`src/rtl/blob_track_pkg.sv`:
```
// Shared types and VGA timing constants for the blob bounding-box tracker.
package blob_track_pkg;

  localparam int H_SYNC_CYC = 96;
  localparam int H_BACK     = 48;
  localparam int H_FRONT    = 16;
  localparam int V_SYNC_CYC = 2;
  localparam int V_BACK     = 33;
  localparam int V_FRONT    = 10;

  // Fields are sized for the largest supported frame; instances narrow them at the ports.
  localparam int COORD_W = 16;
  localparam int COUNT_W = 24;

  typedef struct packed {
    logic [COORD_W-1:0] min_x;
    logic [COORD_W-1:0] max_x;
    logic [COORD_W-1:0] min_y;
    logic [COORD_W-1:0] max_y;
    logic [COUNT_W-1:0] count;
    logic               overflow;
  } bbox_t;

  localparam bbox_t BBOX_INIT = '{
    min_x: '1, max_x: '0, min_y: '1, max_y: '0, count: '0, overflow: 1'b0
  };

endpackage

```
`src/rtl/vga_pixel_position.sv`:
```
// Recovers the x/y coordinate of the current pixel from blank/vsync timing.
module vga_pixel_position
  import blob_track_pkg::*;
#(
  parameter int WIDTH  = 640,
  parameter int HEIGHT = 480,
  parameter int XW     = $clog2(WIDTH),
  parameter int YW     = $clog2(HEIGHT)
) (
  input  logic          VGA_CLK,
  input  logic          reset_n,
  input  logic          VS,
  input  logic          BLANK_N,
  output logic [XW-1:0] x,
  output logic [YW-1:0] y,
  output logic          in_range,
  output logic          line_end,
  output logic          frame_end
);

  localparam logic [XW-1:0] X_LIM = XW'(WIDTH);
  localparam logic [YW-1:0] Y_LIM = YW'(HEIGHT);

  logic prev_vs;
  logic prev_blank;

  assign line_end  = prev_blank & ~BLANK_N;
  assign frame_end = prev_vs & ~VS;
  assign in_range  = (x < X_LIM) && (y < Y_LIM);

  // Counters stick at WIDTH/HEIGHT so oversized lines/frames stay detectable.
  always_ff @(posedge VGA_CLK) begin
    if (!reset_n) begin
      x          <= '0;
      y          <= '0;
      prev_vs    <= 1'b0;
      prev_blank <= 1'b0;
    end else begin
      prev_vs    <= VS;
      prev_blank <= BLANK_N;
      if (!VS) begin
        x <= '0;
        y <= '0;
      end else if (line_end) begin
        x <= '0;
        if (y != Y_LIM) y <= y + YW'(1);
      end else if (BLANK_N && (x != X_LIM)) begin
        x <= x + XW'(1);
      end
    end
  end

endmodule

```
`src/rtl/blob_bbox_tracker.sv`:
```
// Per-frame bounding box, pixel count and centre of the thresholded mask,
// published once per frame at the vsync falling edge.
module blob_bbox_tracker
  import blob_track_pkg::*;
#(
  parameter int WIDTH  = 640,
  parameter int HEIGHT = 480,
  parameter int XW     = $clog2(WIDTH),
  parameter int YW     = $clog2(HEIGHT),
  parameter int CW     = $clog2(WIDTH*HEIGHT+1)
) (
  input  logic          VGA_CLK,
  input  logic          reset_n,
  input  logic          iVGA_HS,
  input  logic          iVGA_VS,
  input  logic          iVGA_BLANK_N,
  input  logic          iPIXEL_ON,
  output logic [XW-1:0] oMIN_X,
  output logic [XW-1:0] oMAX_X,
  output logic [YW-1:0] oMIN_Y,
  output logic [YW-1:0] oMAX_Y,
  output logic [XW-1:0] oCENTER_X,
  output logic [YW-1:0] oCENTER_Y,
  output logic [CW-1:0] oCOUNT,
  output logic          oFOUND,
  output logic          oOVERFLOW,
  output logic          oFRAME_VALID
);

  logic [XW-1:0] x;
  logic [YW-1:0] y;
  logic          in_range;
  logic          line_end;
  logic          frame_end;

  vga_pixel_position #(
    .WIDTH (WIDTH),
    .HEIGHT(HEIGHT),
    .XW    (XW),
    .YW    (YW)
  ) u_pos (
    .VGA_CLK  (VGA_CLK),
    .reset_n  (reset_n),
    .VS       (iVGA_VS),
    .BLANK_N  (iVGA_BLANK_N),
    .x        (x),
    .y        (y),
    .in_range (in_range),
    .line_end (line_end),
    .frame_end(frame_end)
  );

  bbox_t               acc;
  bbox_t               res;
  logic                synced;
  logic                frame_valid;
  logic [COORD_W-1:0]  x_ext;
  logic [COORD_W-1:0]  y_ext;
  logic                hit;
  logic                unused_sigs;

  assign x_ext = COORD_W'(x);
  assign y_ext = COORD_W'(y);
  assign hit   = iVGA_BLANK_N && iPIXEL_ON && in_range;

  // HS, line_end and the upper struct bits have no consumer here.
  assign unused_sigs = iVGA_HS ^ line_end ^ (^res);

  always_ff @(posedge VGA_CLK) begin
    if (!reset_n) begin
      acc         <= BBOX_INIT;
      res         <= '0;
      synced      <= 1'b0;
      frame_valid <= 1'b0;
    end else begin
      frame_valid <= 1'b0;
      if (frame_end) begin
        acc <= BBOX_INIT;
        if (synced) begin
          frame_valid <= 1'b1;
          res         <= acc;
          // Empty frame: min fields still hold their all-ones seed.
          if (acc.count == '0) begin
            res.min_x <= '0;
            res.min_y <= '0;
          end
        end else begin
          synced <= 1'b1;
        end
      end else begin
        if (iVGA_BLANK_N && !in_range) acc.overflow <= 1'b1;
        if (hit) begin
          acc.count <= acc.count + COUNT_W'(1);
          if (x_ext < acc.min_x) acc.min_x <= x_ext;
          if (x_ext > acc.max_x) acc.max_x <= x_ext;
          if (y_ext < acc.min_y) acc.min_y <= y_ext;
          if (y_ext > acc.max_y) acc.max_y <= y_ext;
        end
      end
    end
  end

  logic [XW:0] sum_x;
  logic [YW:0] sum_y;

  assign oMIN_X       = XW'(res.min_x);
  assign oMAX_X       = XW'(res.max_x);
  assign oMIN_Y       = YW'(res.min_y);
  assign oMAX_Y       = YW'(res.max_y);
  assign sum_x        = {1'b0, oMIN_X} + {1'b0, oMAX_X};
  assign sum_y        = {1'b0, oMIN_Y} + {1'b0, oMAX_Y};
  assign oCENTER_X    = XW'(sum_x >> 1);
  assign oCENTER_Y    = YW'(sum_y >> 1);
  assign oCOUNT       = CW'(res.count);
  assign oFOUND       = (res.count != '0);
  assign oOVERFLOW    = res.overflow;
  assign oFRAME_VALID = frame_valid;

endmodule

```
`config.mk`:
```
export PLATFORM = sky130hd
export DESIGN_NAME = blob_bbox_tracker
export DESIGN_NICKNAME = d
export VERILOG_FILES = /design/src/rtl/blob_track_pkg.sv /design/src/rtl/vga_pixel_position.sv /design/src/rtl/blob_bbox_tracker.sv
export SDC_FILE = /design/constraint.sdc
export NUM_CORES = 1
export LEC_CHECK = 0
export CAP_MARGIN = 15
export CORE_ASPECT_RATIO = 1.25
export CORE_MARGIN = 4
export CORE_UTILIZATION = 25
export CTS_BUF_LIST = sky130_fd_sc_hd__clkbuf_8
export CTS_CLUSTER_DIAMETER = 100
export DETAILED_ROUTE_END_ITERATION = 12
export GPL_ROUTABILITY_DRIVEN = 0
export GPL_TIMING_DRIVEN = 0
export HOLD_SLACK_MARGIN = 0.02
export SLEW_MARGIN = 15
export SYNTH_ARGS = -nofsm -noshare
export SYNTH_HDL_FRONTEND = slang
export SYNTH_HIERARCHICAL = 1
export SYNTH_SLANG_ARGS = --single-unit
```
`constraint.sdc`:
```
create_clock -name VGA_CLK -period 5.5 [get_ports VGA_CLK]
set_clock_uncertainty 0.15 [all_clocks]
set_input_delay 0.825 -clock VGA_CLK [delete_from_list [all_inputs] [get_ports VGA_CLK]]
set_output_delay 0.825 -clock VGA_CLK [all_outputs]
set_load 0.05 [all_outputs]
```
# Word-level counts from Yosys, hierarchy flattened
# Index checks and enable logic that the tools add are counted.
[word_totals] output_inout_bits=79 elab_cells=57 register_bits=162
[classes] eq_ne=2 reduce_logical=18 n_mux=3 add_sub_neg=5 bitwise=5 n_lt_le_gt_ge=6
[ops] op="24-bit by 1-bit adder with 24-bit output (second input constant)" n=1
[ops] op="24-bit zero test" n=1
[ops] op="24-bit nonzero test" n=1
[ops] op="10-bit by 16-bit < comparator with 1-bit output" n=1
[ops] op="9-bit by 16-bit < comparator with 1-bit output" n=1
[ops] op="2-bit AND reduction" n=8
[ops] op="10-bit by 10-bit adder with 11-bit output" n=1
[ops] op="10-bit by 1-bit adder with 10-bit output (second input constant)" n=1
[ops] op="9-bit by 9-bit adder with 10-bit output" n=1
[ops] op="10-bit greater-than comparator" n=1
[ops] op="10-bit < comparator (second input constant)" n=1
[ops] op="10-bit two-way mux" n=1
[ops] op="10-bit inequality test (second input constant)" n=1
[ops] op="9-bit by 1-bit adder with 9-bit output (second input constant)" n=1
[ops] op="9-bit greater-than comparator" n=1
[ops] op="9-bit < comparator (second input constant)" n=1
[ops] op="9-bit two-way mux" n=1
[ops] op="9-bit inequality test (second input constant)" n=1
[ops] op="1-bit logical AND" n=5
[ops] op="1-bit NOT" n=3
[ops] op="3-bit OR reduction" n=1
[ops] op="1-bit bitwise AND" n=2
[ops] op="2-bit OR reduction" n=1
[ops] op="1-bit zero test" n=1
[ops] op="1-bit two-way mux" n=1

# Logic depth before layout (Yosys ltp)
[depth] word_depth=4 depth_mapped=9 depth_no_buf=7

# By module
# Netlist, hierarchy kept.
[modules_own_cells] mod="blob_bbox_tracker" n_inst=1 cells_per_inst=895 area_per_inst_um2=7259.5
[modules_own_cells] mod="vga_pixel_position" n_inst=1 cells_per_inst=126 area_per_inst_um2=1087.3

# Worst setup path after synthesis
# No wires, ideal clock.
[synth_path] kind="register -> output" start="reg res (netlist bit oMIN_X[1])" end="out oCENTER_X[7]" stages_incl_launch_ff=8 n_path_buf=0 t_arrival_ps=2868 setup_slack_ps=1657 t_required_ps=4525 cell_sequence="dfxtp_1 > inv_1 > fa_1 > nor2b_1 > o21ai_0 > a21boi_0 > o221ai_1 > a221oi_1"
[synth_between] elab_chain_len=1
[synth_rtl] element="from (decl)" line="blob_bbox_tracker.sv:54" rtl="bbox_t res;"
[synth_rtl] element="10-bit by 10-bit adder with 11-bit output" line="blob_bbox_tracker.sv:110" rtl="assign sum_x = {1'b0, oMIN_X} + {1'b0, oMAX_X};"
[synth_rtl] element="to (decl)" line="blob_bbox_tracker.sv:22" rtl="output logic [XW-1:0] oCENTER_X,"
# No other way between the ends.

# Worst setup path in the final report
# Ends and elaborated chain as after synthesis.

==> results.toml <==
[route]
ant_nets = 0
drt_iter0_drc = 338
routed_via_density = 4.65
routedWlPerCell_um = 13.9
num_vias = 7229
wirelength_um = 21600
drcViolationCount = 0
drtPass1Iterations = 4

[synth]
yosysWarnings = 6
synth-seq-cells = 151
avgSynthCellArea_um2 = 8.18
netlist_instances = 1021
async_flop_share = 0
synth_flop_cell = "dfxtp_1"
synth_edf_count = 0
syn_area_um2 = 8350
ys_seq_area_frac = 0.362
synth_fp_nets = 1088
synth_cell_types = 61

[setup_path]
crit_type = "reg2out"
r2r_slack_ns = 2.71
endpoint_kind = "primary output"
cp.required_ns = 4.53
crit_fanout = 5
startpoint_type = "register"
arrival_ns = 3.70

[grt]
grt_util_all_layers = 0.121
grt_pass1_wl_um = 35600
gr-total-overflow = 0
met2_usage = 0.210
grt_pass1_vias = 7107
grt_max_degree = 17
met3_usage = 0.0232
met1_usage = 0.148
antenna_found_initial = 1
busiest_layer = "met2"

[timing]
fin_crit_sh = 0.849
rsz0062_at_grt = "no"
min_period_ns = 4.67
worst_pin_slew_ns = 0.963
setup-tns-final_ns = 0
setup_ws_ns = 0.828
max_freq_ghz = 0.214
slew_headroom = 0.357
setup_viol = 0
drv_slew = 0
hold_violations = 0

[pwr]
powerDensity_nw_per_um2 = 209
p_int_uw = 1580
ir_worst_vdd_v = 0.000146
leakagePower_uw = 0.00393
switching_power_uw = 533
netSwitchingFraction = 0.252
p_seq_frac = 0.531
clkPwrFrac = 0.418
power.total_uw = 2110
combPwrFrac = 0.052

[hold_path]
hold_class = "reg2reg"

[clock_tree]
clk_pin_slew_ns = 0.09
hold_buffers = 0
cts_max_level = 4
clock-root-buffer = "clkbuf_8"
cts_made_buffers = 17
cts.sinks = 151
clk_latency_ns = 0.46
ctsResizeCount = 0
cts_tree = "done"
clockBufferDepth = 2
post_cts_buffers = 0

[placement]
place.port_buffers = 83
place_area_um2 = 9700
dp_slack_ns = 1.36
hpwl_um = 16800
dp.cells = 1522

[finish]
final_cells = 1555
drive_above_1_share = 0.0960
area_delta_synth_final_pct = 21.1
design_area_um2 = 10100
final_nets = 1190

[floorplanning]
core_area_um2 = 32800
start_util = 0.255
die_h_um = 212
ioPinCount = 85
die_w_um = 171
num_rows = 74
die_area_um2 = 36400

[flow_run]
drv_cap = 0

[outcome]
status = "complete, no violations"
## per-stage QoR
step,util,hold slack [ns]
final,0.308,0.321
after global placement,0.296,0.294
after CTS,0.308,0.323
after floorplan,-,0.273
after detailed placement,0.296,0.296
after global routing,0.308,0.350
## layout make-up
type,instances,area [um^2]
fill,3530,22700
multi-input combinational,705,4480
sequential,151,3020
timing repair buffer,83,831
buffer,103,614
tap,418,523
clock buffer,19,262
inverter,62,233
clock inverter,13,145
antenna,1,2.50
## per-layer routing
| metal | wire [um] | part of all wire | up-vias |
|---|---|---|---|
| li1 | - | - | 3691 |
| met3 | 780 | 0.036 | 27 |
| met1 | 9880 | 0.46 | 3392 |
| met2 | 10600 | 0.49 | 119 |
| met5 | 0 | 0 | - |
| met4 | 431 | 0.020 | 0 |
## worst max-delay path, stage by stage, from the launching register on
cell             delay [ns]
dfxtp_1                0.45
inv_1                  0.10
fa_1                   0.46
nor2b_1                0.12
o21ai_0                0.10
a21boi_0               0.53
o221ai_1               0.27
a221oi_1               0.34
clkdlybuf4s50_1        0.86
## state kept, by name, indices dropped and copies added, names as in the netlist, 5 cells and up
signal	count
oCOUNT	19
oMIN_X	10
u_pos/x	10
res	5
oMAX_X	10
oMAX_Y	9
oMIN_Y	9
acc	65
u_pos/y	9
## cell usage after synthesis (all sizes together), types with 8 or more instances
library cell	n	area share
a21boi	65	0.058
o21ai	41	0.025
mux2i	29	0.035
or3	8	0.0069
xor2	13	0.014
xnor2	18	0.019
nor4	19	0.014
nand2	143	0.064
ha	59	0.088
buf	65	0.056
dfxtp	151	0.36
nor3	11	0.0066
clkbuf	38	0.017
nor2	72	0.032
a21oi	54	0.032
nand2b	9	0.0067
nand3	60	0.036
inv	61	0.027
nand4	15	0.012
## placed cells by master (no fill, tap or decap), types with 6 or more instances in the layout
cell             synthesis  layout
clkbuf_8                 0      19
nor4_1                  19      19
nor2_1                  72      72
xnor2_1                 18      18
ha_1                    59      59
inv_1                   61      62
a21oi_1                 54      54
and3_1                   6       6
and4_1                   6       6
nand2b_1                 9       9
dfxtp_1                151     151
o21ai_0                 40      40
xor2_1                  13      13
a21boi_0                65      65
a21o_1                   6       6
clkdlybuf4s50_1          0      83
nor3_1                  11      11
nor2b_1                  7       7
mux2i_1                 29      29
buf_2                    7       7
buf_4                   58      58
nand4_1                 14      14
o31ai_1                  6       6
clkbuf_1                37      37
nand2_1                143     143
nand3_1                 60      60
## logic make-up after synthesis
| group | count (synthesis) | synth area share |
|---|---|---|
| flip-flops | 151 | 0.362 |
| AO/OA/AOI/OAI | 201 | 0.155 |
| multiplexers | 29 | 0.0348 |
| adder cells (fa/ha/maj) | 61 | 0.0932 |
| XOR/XNOR | 31 | 0.0325 |
| buffers and inverters | 165 | 0.101 |
| AND/OR/NAND/NOR | 383 | 0.221 |
## path summary, 6_finish.rpt
path / start / end / depth (start not counted)
max: oMIN_X[1] / oCENTER_X[7] / 8
min: res[22] / res[22] / 2
max reg2reg: u_pos/y[6] / acc[18] / 9
min reg2reg: res[22] / res[22] / 2
## power groups by stage
stage	clock (uW)	sequential (uW)	combinational (uW)
6_report	882	1120	109
5_1_grt	949	1120	123
4_1_cts	901	1120	111
3_5_place_dp	0	1150	110
3_3_place_gp	0	1140	107
2_1_floorplan	0	1140	76.7
(Power assumes the default switching activity.)
